File: config.mk
export PLATFORM = sky130hd
export DESIGN_NAME = eth_arp_recv
export DESIGN_NICKNAME = d
export VERILOG_FILES = /design/src/rtl/eth_pkg.sv /design/src/rtl/crc32_d8.sv /design/src/rtl/eth_arp_recv.sv
export SDC_FILE = /design/constraint.sdc
export NUM_CORES = 1
export LEC_CHECK = 0
export BUFFER_PORTS_ARGS = -buffer_cell sky130_fd_sc_hd__buf_2
export CORE_ASPECT_RATIO = 0.9
export CORE_MARGIN = 2
export CORE_UTILIZATION = 50
export CTS_CLUSTER_DIAMETER = 40
export DETAILED_ROUTE_END_ITERATION = 10
export GPL_ROUTABILITY_DRIVEN = 0
export PLACE_DENSITY_LB_ADDON = 0.1
export SYNTH_ARGS = -nofsm -noshare
export SYNTH_HDL_FRONTEND = slang
export SYNTH_SLANG_ARGS = --single-unit
File: constraint.sdc
create_clock -name clk -period 11.91 [get_ports clk]
set_clock_uncertainty 0.1 [all_clocks]
set_input_delay 0.5955 -clock clk [delete_from_list [all_inputs] [get_ports clk]]
set_output_delay 0.5955 -clock clk [all_outputs]
set_load 0.005 [all_outputs]
File: src/rtl/eth_pkg.sv
// eth_pkg: shared Ethernet/ARP constants, receive state enum and the CRC-32 byte update.
package eth_pkg;
  localparam logic [7:0]  ETH_PREAMBLE   = 8'h55;
  localparam logic [7:0]  ETH_SFD        = 8'hd5;
  localparam logic [15:0] ETH_TYPE_ARP   = 16'h0806;
  localparam logic [15:0] ARP_HTYPE_ETH  = 16'h0001;
  localparam logic [15:0] ARP_PTYPE_IPV4 = 16'h0800;
  localparam logic [7:0]  ARP_HLEN       = 8'h06;
  localparam logic [7:0]  ARP_PLEN       = 8'h04;
  localparam logic [15:0] ARP_OP_REQ     = 16'h0001;
  localparam logic [15:0] ARP_OP_REPLY   = 16'h0002;
  localparam logic [31:0] CRC32_POLY     = 32'hedb88320;
  localparam logic [31:0] CRC32_INIT     = 32'hffffffff;
  localparam logic [31:0] CRC32_RESIDUE  = 32'hdebb20e3;
  typedef enum logic [2:0] {
    ST_IDLE, ST_PREAMBLE, ST_ETH_HEAD, ST_ARP_DATA, ST_TAIL, ST_RX_END
  } rx_state_t;
  function automatic logic [31:0] crc32_byte(input logic [31:0] crc, input logic [7:0] data);
    logic [31:0] c;
    c = crc ^ {24'd0, data};
    for (int i = 0; i < 8; i++) c = c[0] ? (c >> 1) ^ CRC32_POLY : c >> 1;
    return c;
  endfunction
endpackage

File: src/rtl/crc32_d8.sv
// crc32_d8: reflected CRC-32, one byte per cycle, no final inversion.
module crc32_d8
  import eth_pkg::*;
(
  input  logic        clk,
  input  logic        rst,
  input  logic        crc_en,
  input  logic        crc_clr,
  input  logic [7:0]  data,
  output logic [31:0] crc_data
);
  always_ff @(posedge clk or posedge rst)
    if (rst) crc_data <= CRC32_INIT;
    else if (crc_clr) crc_data <= CRC32_INIT;
    else if (crc_en) crc_data <= crc32_byte(crc_data, data);
endmodule

File: src/rtl/eth_arp_recv.sv
// eth_arp_recv: parses received GMII bytes, validates an ARP frame addressed to us
// and reports the sender MAC/IP and request/reply type.
module eth_arp_recv
  import eth_pkg::*;
#(
  parameter logic [47:0] LOCAL_MAC = 48'h000a3501fec0,
  parameter logic [31:0] LOCAL_IP  = 32'hc0a8010a
) (
  input  logic        clk,
  input  logic        rst,
  input  logic        rx_dv,
  input  logic [7:0]  rx_data,
  output logic        arp_rx_done,
  output logic        arp_rx_type,
  output logic [47:0] arp_src_mac,
  output logic [31:0] arp_src_ip,
  output logic        crc_err
);
  rx_state_t   state;
  logic [5:0]  cnt;
  logic [39:0] sr;
  logic [47:0] sh_mac, w48;
  logic [31:0] sh_ip, w32, crc_data;
  logic [15:0] w16;
  logic        sh_type, eth_bad, arp_bad;
  // Multi-byte fields are checked on their last byte against the byte history.
  assign w48 = {sr, rx_data};
  assign w32 = {sr[23:0], rx_data};
  assign w16 = {sr[7:0], rx_data};
  always_comb begin
    eth_bad = (cnt == 6'd5 && w48 != 48'hffffffffffff && w48 != LOCAL_MAC) ||
              (cnt == 6'd13 && w16 != ETH_TYPE_ARP);
    arp_bad = (cnt == 6'd1 && w16 != ARP_HTYPE_ETH) ||
              (cnt == 6'd3 && w16 != ARP_PTYPE_IPV4) ||
              (cnt == 6'd4 && rx_data != ARP_HLEN) ||
              (cnt == 6'd5 && rx_data != ARP_PLEN) ||
              (cnt == 6'd7 && w16 != ARP_OP_REQ && w16 != ARP_OP_REPLY) ||
              (cnt == 6'd27 && w32 != LOCAL_IP);
  end
  crc32_d8 u_crc (
    .clk      (clk),
    .rst      (rst),
    .crc_en   (rx_dv && (state == ST_ETH_HEAD || state == ST_ARP_DATA || state == ST_TAIL)),
    .crc_clr  (state == ST_PREAMBLE),
    .data     (rx_data),
    .crc_data (crc_data)
  );
  always_ff @(posedge clk or posedge rst)
    if (rst) begin
      state       <= ST_IDLE;
      cnt         <= '0;
      sr          <= '0;
      sh_mac      <= '0;
      sh_ip       <= '0;
      sh_type     <= 1'b0;
      arp_rx_done <= 1'b0;
      arp_rx_type <= 1'b0;
      arp_src_mac <= '0;
      arp_src_ip  <= '0;
      crc_err     <= 1'b0;
    end else begin
      arp_rx_done <= 1'b0;
      crc_err     <= 1'b0;
      cnt         <= cnt + {5'd0, cnt != 6'd63};
      if (rx_dv) sr <= {sr[31:0], rx_data};
      case (state)
        ST_IDLE:
          if (rx_dv) begin
            state <= (rx_data == ETH_PREAMBLE) ? ST_PREAMBLE : ST_RX_END;
            cnt   <= {5'd0, rx_data == ETH_PREAMBLE};
          end else cnt <= '0;
        ST_PREAMBLE:
          if (!rx_dv) begin
            state <= ST_IDLE;
            cnt   <= '0;
          end else if (cnt == 6'd7 && rx_data == ETH_SFD) begin
            state <= ST_ETH_HEAD;
            cnt   <= '0;
          end else if (cnt == 6'd7 || rx_data != ETH_PREAMBLE) begin
            state <= ST_RX_END;
            cnt   <= '0;
          end
        ST_ETH_HEAD:
          if (!rx_dv || eth_bad || cnt == 6'd13) begin
            state <= !rx_dv ? ST_IDLE : eth_bad ? ST_RX_END : ST_ARP_DATA;
            cnt   <= '0;
          end
        ST_ARP_DATA: begin
          if (cnt == 6'd7) sh_type <= (w16 == ARP_OP_REPLY);
          if (cnt == 6'd13) sh_mac <= w48;
          if (cnt == 6'd17) sh_ip <= w32;
          if (!rx_dv || arp_bad || cnt == 6'd27) begin
            state <= !rx_dv ? ST_IDLE : arp_bad ? ST_RX_END : ST_TAIL;
            cnt   <= '0;
          end
        end
        ST_TAIL:
          // 42 header bytes already seen, so 4 more reach the 46-byte minimum.
          if (!rx_dv) begin
            state <= ST_IDLE;
            cnt   <= '0;
            if (cnt >= 6'd4) begin
              arp_rx_done <= (crc_data == CRC32_RESIDUE);
              crc_err     <= (crc_data != CRC32_RESIDUE);
              if (crc_data == CRC32_RESIDUE) begin
                arp_src_mac <= sh_mac;
                arp_src_ip  <= sh_ip;
                arp_rx_type <= sh_type;
              end
            end
          end
        ST_RX_END:
          if (!rx_dv) begin
            state <= ST_IDLE;
            cnt   <= '0;
          end
        default: begin
          state <= ST_IDLE;
          cnt   <= '0;
        end
      endcase
    end
endmodule

==> results of run 1 <==
## cells by family after synthesis
kind of cell    Yosys count  share of synthesized area [%]
buf+inv                  49                          2.675
simple gates            154                          8.210
fa+ha+maj                 2                         0.2316
compound gates           58                          3.439
flops                   245                          57.11
mux                     202                          21.39
xor+xnor                 78                          6.948
## path summary, 6_finish.rpt
path / startpoint / to / cells after the start
min reg2reg: arp_src_ip[2]$_DFFE_PP0P_ / arp_src_ip[2]$_DFFE_PP0P_ / 1
max reg2reg: u_crc.crc_data[0]$_DFFE_PP1P_ / arp_src_mac[9]$_DFFE_PP0P_ / 6
max: u_crc.crc_data[0]$_DFFE_PP1P_ / arp_src_mac[9]$_DFFE_PP0P_ / 6
min in group clk: arp_src_ip[2]$_DFFE_PP0P_ / arp_src_ip[2]$_DFFE_PP0P_ / 1
max in group asynchronous: rst / arp_src_ip[17]$_DFFE_PP0P_ / 4
min: rst / arp_rx_done$_DFF_PP0_ / 2
## power by group through the flow
stage | sequential [W] | clock (W) | combinational (W)
after floorplan | 0.00101 | 0 | 0.000482
after global placement | 0.00105 | 0 | 0.000563
after detailed placement | 0.00106 | 0 | 0.000568
after CTS | 0.00104 | 0.00102 | 0.000573
after global routing | 0.00105 | 0.00107 | 0.000627
final | 0.00105 | 0.000996 | 0.000576
## final cells by class
type / instances / area [µm²] / area share [%]
Sequential cell: 245 / 6171 / 49.06
Multi-Input combinational cell: 494 / 4360 / 34.67
Clock buffer: 47 / 1003 / 7.978
Timing Repair Buffer: 99 / 510.5 / 4.059
Tap cell: 291 / 364.1 / 2.895
Clock inverter: 15 / 145.1 / 1.154
Inverter: 4 / 22.52 / 0.1791
## sequential cells by signal, indices dropped and copies added, names as in the netlist, 3 cells and up
register and count:
arp_src_mac 48, sh_mac 48, sr 40, arp_src_ip 32
sh_ip 32, u_crc.crc_data 32, cnt 6, state 3
## stage by stage
step | cells | cell area (µm²) | hold WS [ps]
finish | 1195 | 12580 | 115.3
detailed placement | 1133 | 11430 | 377.3
CTS | 1195 | 12580 | 148.2
global route | 1195 | 12580 | 168.8
global placement | 1133 | 11430 | 366.3
floorplan | 788 | 10810 | 343.0
## placed cells by master, fill, tap and decap left out, types with 8 or more instances in the layout
cell type,synthesis,layout
clkbuf_16,0,37
o21ai_0,9,9
nand2_1,25,25
nor2b_1,9,8
mux2_4,10,10
o211ai_1,9,9
xnor2_2,9,9
a21oi_1,24,24
mux2_2,189,189
xor2_1,24,24
nor4_1,12,12
dfrtp_1,213,213
nor2_1,16,16
nand3_1,11,10
clkinv_2,0,8
buf_2,3,93
dfstp_2,32,32
nor3_1,30,30
xnor2_1,45,45
nand4_1,20,20
## per-layer routing
metal / global-route usage [%] / wire [µm]
met1: 32.01 / 11730
met2: 33.00 / 10730
met3: 4.040 / 1175
met4: 6.077 / 457
met5: 0 / 0
==> metrics, run 1 <==
Synth top cells by count=213 x dfrtp_1, 189 x mux2_2, 45 x xnor2_1; # IOs=94; CTS Buf Count=35; H-Tree Depth=2; final worst slack=8410 ps; Post-Syn Area=10810 µm²; worst skew pair latency=500 ps; hpwl dp=15.87 mm; largest area contributor in the netlist=dfrtp_1; Lkg Pwr=5.992 nW; # diodes=0; Syn Inst Count=788; top post-synthesis cells by area=dfrtp_1 49%, mux2_2 20%, dfstp_2 7.8%, xnor2_1 3.6%, xor2_1 1.9%; Max Clk Rate=0.2857 GHz; initial antenna violation count=0; kind of critical path=reg -> reg; largest net degree at the start of global routing=105; #FFs+latches synth=245; Critical Path Max Stage Delay=690 ps; Hold Violations, Final=0; Async S/R FF share, synth=100.0%; CP Launch Type=flop; Switching Power=0.0007800 W; syn nets=801; Remaining DRCs=0; Required @ worst endpoint=12160 ps; Post-Route Utilization=58.66%; Top FF cell, synth=dfrtp_1; GRT Total Usage=21.66%; switching share of power=29.78%; Place WS=8186 ps; Post-synth EDFFs=0; synthesis-to-finish area growth=16.40%; flop-to-flop setup slack=8410 ps; internal power=0.001839 W; die area=22800 µm²; vias in the first global route=6842; global route overflow=0; Hold-fix buffers, CTS=0; ANT nets after route=0; outcome=complete, no violations; # fillers=1738; worst hold path type=in -> async; core area=21440 µm²; most common cell in the synthesized netlist=dfrtp_1; Gate power share=22.0%; maximum vdd drop=0.09558 mV; Worst-Margin Slew=1049 ps; Tot Pwr=0.002619 W; total of max-cap violations=0; layout cells sized above 1=44.80%; Die Y-Extent=143.5 µm; Row Count=51; clk slew on worst S/H paths=50 ps; Seq/Total Area, Yosys=57.11%; IO buf count=93; critical path's slowest cell=buf_4; CP max FO=51; Buf/Inv on CP=1; Slew HR=30.08%; Clock Power Share=38.0%; global-route wire length before repair=38.92 mm; clock root buffer=clkbuf_16; Final Critical Period=3500 ps; # nets final=892; CP Data Arrival Time=3750 ps; final setup fails=0; RSZ-0062 raised after global routing=no; CP cell instances=nand2_1, or4_1, or4_4, nor2_8, buf_4, mux2_2; first drt pass iteration count=5; sequential power share=40.0%; detailed-route via count=6713; synth unique cells=53; setup TNS=0 ps; CP Capture Type=flop; CTS resizes=0; CTS tree=built; Initial Utilization=50.40%; share of the synthesized area in the top cell type=49.33%; DR vias/cell=5.618; postcts setup bufs=0; clock sinks=245; Final Cycle Share=29.39%; clk buf depth=3; Avg Cell Area, Syn=13.71 µm²; max-slew violation count=0; critical path's top delay family=simple AND/OR/NAND/NOR gates; Routed WL=24.09 mm; Initial DRC Count=589; DR WL/cell=20.16 µm; Die X-Extent=159.0 µm; Power Density=208.2 nW/µm²; total number of yosys warnings=0
Power figures use the tool's default switching activity.
==> run 2: changes to the inputs <==
==> constraint.sdc (replaced) <==
create_clock -name clk -period 2.9 [get_ports clk]
set_clock_uncertainty 0.1 [all_clocks]
set_input_delay 0.145 -clock clk [delete_from_list [all_inputs] [get_ports clk]]
set_output_delay 0.145 -clock clk [all_outputs]
set_load 0.005 [all_outputs]
==> metrics, run 2 (synthesis gave the netlist of run 1 again) <==
outcome=complete, no violations; final setup fails=0 (unchanged); final instance area=12830 µm² (+2.0%); depth of the worst hold-timing path=3; layout cells sized above 1=45.69% (+0.89 points); synthesis-to-finish area growth=18.70%; Post-Route Utilization=59.82% (+1.2 points); H-Tree Depth=2 (unchanged); placed insts=1144 (+0.97%); final worst slack=189.0 ps (-8221 ps); clock sinks=245 (unchanged); hpwl dp=15.59 mm (-1.8%); FF-to-FF path depth=6 (unchanged); initial antenna violation count=0 (unchanged); core area=21440 µm² (unchanged); DR vias/cell=5.607 (-0.19%); Storage cell area=6171 µm² (unchanged); largest net degree at the start of global routing=61 (-42%); most common cell after layout, fill and taps aside=dfrtp_1; Final Critical Period=2711 ps (-788.8 ps); CP max FO=41 (-20%); Multi-input gate area=4360 µm² (unchanged); maximum vdd drop=0.4153 mV (+330%); critical path's top delay family=simple AND/OR/NAND/NOR gates; Buf/Inv on CP=1 (unchanged); CP Capture Type=flop; CTS resizes=0 (unchanged); Initial DRC Count=444 (-25%); Critical Path Max Stage Delay=580 ps (-110 ps); Place WS=216.3 ps (-7969 ps); GRT Total Usage=21.21% (-0.45 points); global-route wire length before repair=38.53 mm (-0.99%); worst skew pair latency=490 ps (about the same); DR WL/cell=19.56 µm (-3.0%); global route overflow=0 (unchanged); most frequent cells in the layout=213 x dfrtp_1, 189 x mux2_2, 93 x buf_2, 45 x xnor2_1, 35 x clkbuf_16; worst hold path type=in -> reg; Die Y-Extent=143.5 µm (unchanged); Row Count=51 (unchanged); clock root buffer=clkbuf_16; Remaining DRCs=0 (unchanged); placed inst area=11580 µm² (+1.3%); Hold Violations, Final=0 (unchanged); # fillers=1748 (+0.58%); Layout Cells excl Fill=1209 (+1.2%); Slew HR=44.96% (+15 points); CTS Buf Count=35 (unchanged); Required @ worst endpoint=3170 ps (-8990 ps); Final Cycle Share=93.48% (+64 points); clk slew on worst S/H paths=60 ps (about the same); max-slew violation count=0 (unchanged); Die X-Extent=159.0 µm (unchanged); vias in the first global route=7048 (+3.0%); Max Clk Rate=0.3689 GHz (+29%); CTS tree=built; kind of critical path=reg -> reg; setup TNS=0 ps (unchanged); Power Density=860.0 nW/µm² (+310%); detailed-route via count=6779 (+0.98%); die area=22800 µm² (unchanged); first drt pass iteration count=4 (-1); CP cell instances=nand2_1, or4_1, or4_4, nor2_8, buf_12, mux2_2; Largest regs=arp_src_mac x48, sh_mac x48, sr x40; CP Launch Type=flop; cell count along the critical path=6 (unchanged); clk buf depth=3 (unchanged); ANT nets after route=0 (unchanged); IO buf count=93 (unchanged); Routed WL=23.64 mm (-1.9%); total of max-cap violations=0 (unchanged); Lkg Pwr=6.094 nW (+1.7%); critical path's slowest cell=dfstp_2; Worst-Margin Slew=823.9 ps (-224.8 ps); # nets final=906 (+1.6%); # IOs=94 (unchanged); Initial Utilization=50.40% (unchanged); RSZ-0062 raised after global routing=no; CP Data Arrival Time=2980 ps (-770 ps)
-- run 2: cell count changes in the layout (fill, tap and decap cells not counted), moves of 4 or more --
cell	previous run	this run
buf_12	0	6
buf_4	6	11
bufinv_16	2	6
clkbuf_1	6	2
inv_6	1	5
-- run 2: cell type report --
| type | count | share of cell area, % |
|---|---|---|
| well taps | 291 | 2.839 |
| flip-flops and latches | 245 | 48.11 |
| diodes | 1 | 0.01951 |
| clock inverters | 22 | 2.341 |
| clock buffers | 39 | 7.102 |
| repair buffers | 113 | 5.443 |
| inverters | 4 | 0.1463 |
| multi-input cells | 494 | 34.00 |
-- run 2: what timing repair did --
action / CTS / global route
endpoints found under the hold margin: 34 / 0
hold buffers: 3 / 0
buffers inserted: 0 / 0
-- run 2: final timing paths --
check	startpoint	end	slack (ps)
hold / removal	rx_dv	crc_err$_DFF_PP0_	10
min in group asynchronous	rst	arp_rx_done$_DFF_PP0_	270
max in group asynchronous	rst	arp_src_ip[10]$_DFFE_PP0P_	1660
setup / recovery	u_crc.crc_data[0]$_DFFE_PP1P_	arp_src_ip[10]$_DFFE_PP0P_	190
hold reg to reg	arp_src_ip[0]$_DFFE_PP0P_	arp_src_ip[0]$_DFFE_PP0P_	390
setup reg to reg	u_crc.crc_data[0]$_DFFE_PP1P_	arp_src_ip[10]$_DFFE_PP0P_	190
-- run 2: worst register-to-register path, stage by stage, from the launching register on --
cell and delay, ps:
dfstp_2 580, nand2_1 60, or4_1 530, or4_4 490, nor2_8 160, buf_12 260
mux2_2 410
-- run 2: power by group --
group | leakage [nW] | internal [W] | total, W | switching (W)
logic | 2.32 | 0.00112 | 0.00238 | 0.00126
registers | 3.18 | 0.00385 | 0.00428 | 0.000431
clock network | 0.590 | 0.00282 | 0.00437 | 0.00155
-- run 2: metal layers --
metal / track usage (%) / part of all wire (%) / vias to the layer above / wire length, µm
li1: - / - / 3047 / -
met1: 30.24 / 47 / 3493 / 11160
met2: 33.58 / 46 / 193 / 10800
met3: 4.040 / 5.0 / 46 / 1171
met4: 6.029 / 2.2 / 0 / 517
met5: 0 / 0 / - / 0
-- run 2: through the flow --
stage	total power, W	hold WS, ps
2_1_floorplan	0.006111	195.6
3_3_place_gp	0.006658	232.5
3_5_place_dp	0.006707	243.8
4_1_cts	0.01113	4.136
5_1_grt	0.01156	39.16
6_report	0.01103	14.70
==> run 3: changes to the inputs <==
==> constraint.sdc (replaced) <==
create_clock -name clk -period 2.3 [get_ports clk]
set_clock_uncertainty 0.1 [all_clocks]
set_input_delay 0.115 -clock clk [delete_from_list [all_inputs] [get_ports clk]]
set_output_delay 0.115 -clock clk [all_outputs]
set_load 0.05 [all_outputs]
==> metrics, run 3 (synthesis gave the netlist of run 1 again) <==
final worst slack=-295.8 ps (-484.8 ps); Initial DRC Count=438 (-1.4%); clk slew on worst S/H paths=60 ps (about the same); first drt pass iteration count=5 (+1); vias in the first global route=7469 (+6.0%); most common cell after layout, fill and taps aside=dfrtp_1; Row Count=51 (unchanged); detailed-route via count=7094 (+4.6%); Die X-Extent=159.0 µm (unchanged); GRT Total Usage=22.89% (+1.7 points); Layout Cells excl Fill=1308 (+8.2%); die area=22800 µm² (unchanged); # IOs=94 (unchanged); outcome=finished with violations; most frequent cells in the layout=213 x dfrtp_1, 121 x mux2_2, 93 x buf_2, 92 x buf_4, 80 x mux2_4; Initial Utilization=50.40% (unchanged); global route overflow=0 (unchanged); layout cells sized above 1=52.31% (+6.6 points); RSZ-0062 raised after global routing=yes; clock sinks=245 (unchanged); Worst-Margin Slew=657.8 ps (-166.1 ps); Hold Violations, Final=0 (unchanged); CTS tree=built; hpwl dp=17.29 mm (+11%); DR WL/cell=19.42 µm (-0.70%); placed insts=1230 (+7.5%); Place WS=-316.1 ps (-532.5 ps); worst hold path type=in -> reg; Slew HR=55.83% (+11 points); global-route wire length before repair=41.28 mm (+7.1%); CP Launch Type=flop; Required @ worst endpoint=2580 ps (-590 ps); Lkg Pwr=6.682 nW (+9.7%); kind of critical path=reg -> reg; # nets final=1004 (+11%); final setup fails=87 (+87); clk buf depth=3 (unchanged); ANT nets after route=0 (unchanged); Final Cycle Share=112.9% (+19 points); setup TNS=-21110 ps (-21110 ps); maximum vdd drop=0.6469 mV (+56%); synthesis-to-finish area growth=29.74%; core area=21440 µm² (unchanged); IO buf count=93 (unchanged); CTS Buf Count=35 (unchanged); Remaining DRCs=0 (unchanged); Final Critical Period=2596 ps (-115.2 ps); CP max FO=11 (-73%); Tot Pwr=0.01436 W (+30%); DR vias/cell=5.424 (-3.3%); Die Y-Extent=143.5 µm (unchanged); Largest regs=arp_src_mac x48, sh_mac x48, sr x40; largest net degree at the start of global routing=88 (+44%); CP Capture Type=flop; clock root buffer=clkbuf_16; Power Density=1025 nW/µm² (+19%); failing checks=setup timing; max-slew violation count=0 (unchanged); initial antenna violation count=0 (unchanged); Routed WL=25.40 mm (+7.4%); total of max-cap violations=0 (unchanged); H-Tree Depth=2 (unchanged); worst skew pair latency=500 ps (about the same); # diodes=0 (-1); CP Data Arrival Time=2880 ps (-100 ps); Max Clk Rate=0.3852 GHz (+4.4%)
## run 3: repair_timing
item / 4_1_cts / 5_1_grt
pin swaps: 1 / 9
gates resized for setup: 7 / 19
endpoints found under the hold margin: 222 / 0
endpoints found under the setup margin: 88 / 92
hold buffers: 6 / 0
gates cloned: 2 / 0
buffers inserted: 5 / 6
## run 3: critical path, cell delays in order (launching register included)
cell and delay, ps:
dfstp_2 550, nand2_2 70, or4_4 490, or4_4 470
nor2_8 130, buf_12 190, buf_12 160, mux2_4 310
## run 3: final cells by class
type                            count  area [µm²]
Clock buffer                       48        1027
Clock inverter                     15       145.1
Fill cell                        1604        7422
Inverter                            4       18.77
Multi-Input combinational cell    494        4700
Sequential cell                   245        6171
Tap cell                          291       364.1
Timing Repair Buffer              211        1593
## run 3: stage by stage
step	utilization [%]	hold WS, ps	instance area, µm²
after global routing	65.38	24.34	14020
after detailed placement	58.70	200.9	12590
after global placement	58.70	190.1	12590
after floorplan	-	165.6	11070
after CTS	65.07	4.831	13950
final	65.38	22.29	14020
## run 3: layer usage
| layer | routed length, µm | vias up | GRT usage [%] |
|---|---|---|---|
| met3 | 1223 | 52 | 4.098 |
| met5 | 0 | - | 0 |
| met4 | 612 | 0 | 7.368 |
| met2 | 11820 | 195 | 36.80 |
| met1 | 11740 | 3597 | 32.01 |
| li1 | - | 3250 | - |
## run 3: path summary, 6_finish.rpt
| check | startpoint | slack [ps] | cells past startpoint | to |
|---|---|---|---|---|
| hold / removal | rx_data[0] | 20 | 2 | sh_ip[0]$_DFFE_PP0P_ |
| max in group asynchronous | rst | 1330 | 4 | u_crc.crc_data[11]$_DFFE_PP1P_ |
| hold reg to reg | sh_mac[0]$_DFFE_PP0P_ | 400 | 1 | arp_src_mac[0]$_DFFE_PP0P_ |
| setup / recovery | u_crc.crc_data[0]$_DFFE_PP1P_ | -300 | 7 | arp_src_mac[15]$_DFFE_PP0P_ |
| setup reg to reg | u_crc.crc_data[0]$_DFFE_PP1P_ | -300 | 7 | arp_src_mac[15]$_DFFE_PP0P_ |
| min in group asynchronous | rst | 200 | 4 | sh_ip[8]$_DFFE_PP0P_ |
## run 3: power by group
group	switching (W)	total, W	internal, W
sequential	0.000372	0.00522	0.00485
clock	0.00193	0.00529	0.00336
combinational	0.00198	0.00385	0.00187
total	0.00428	0.0144	0.0101
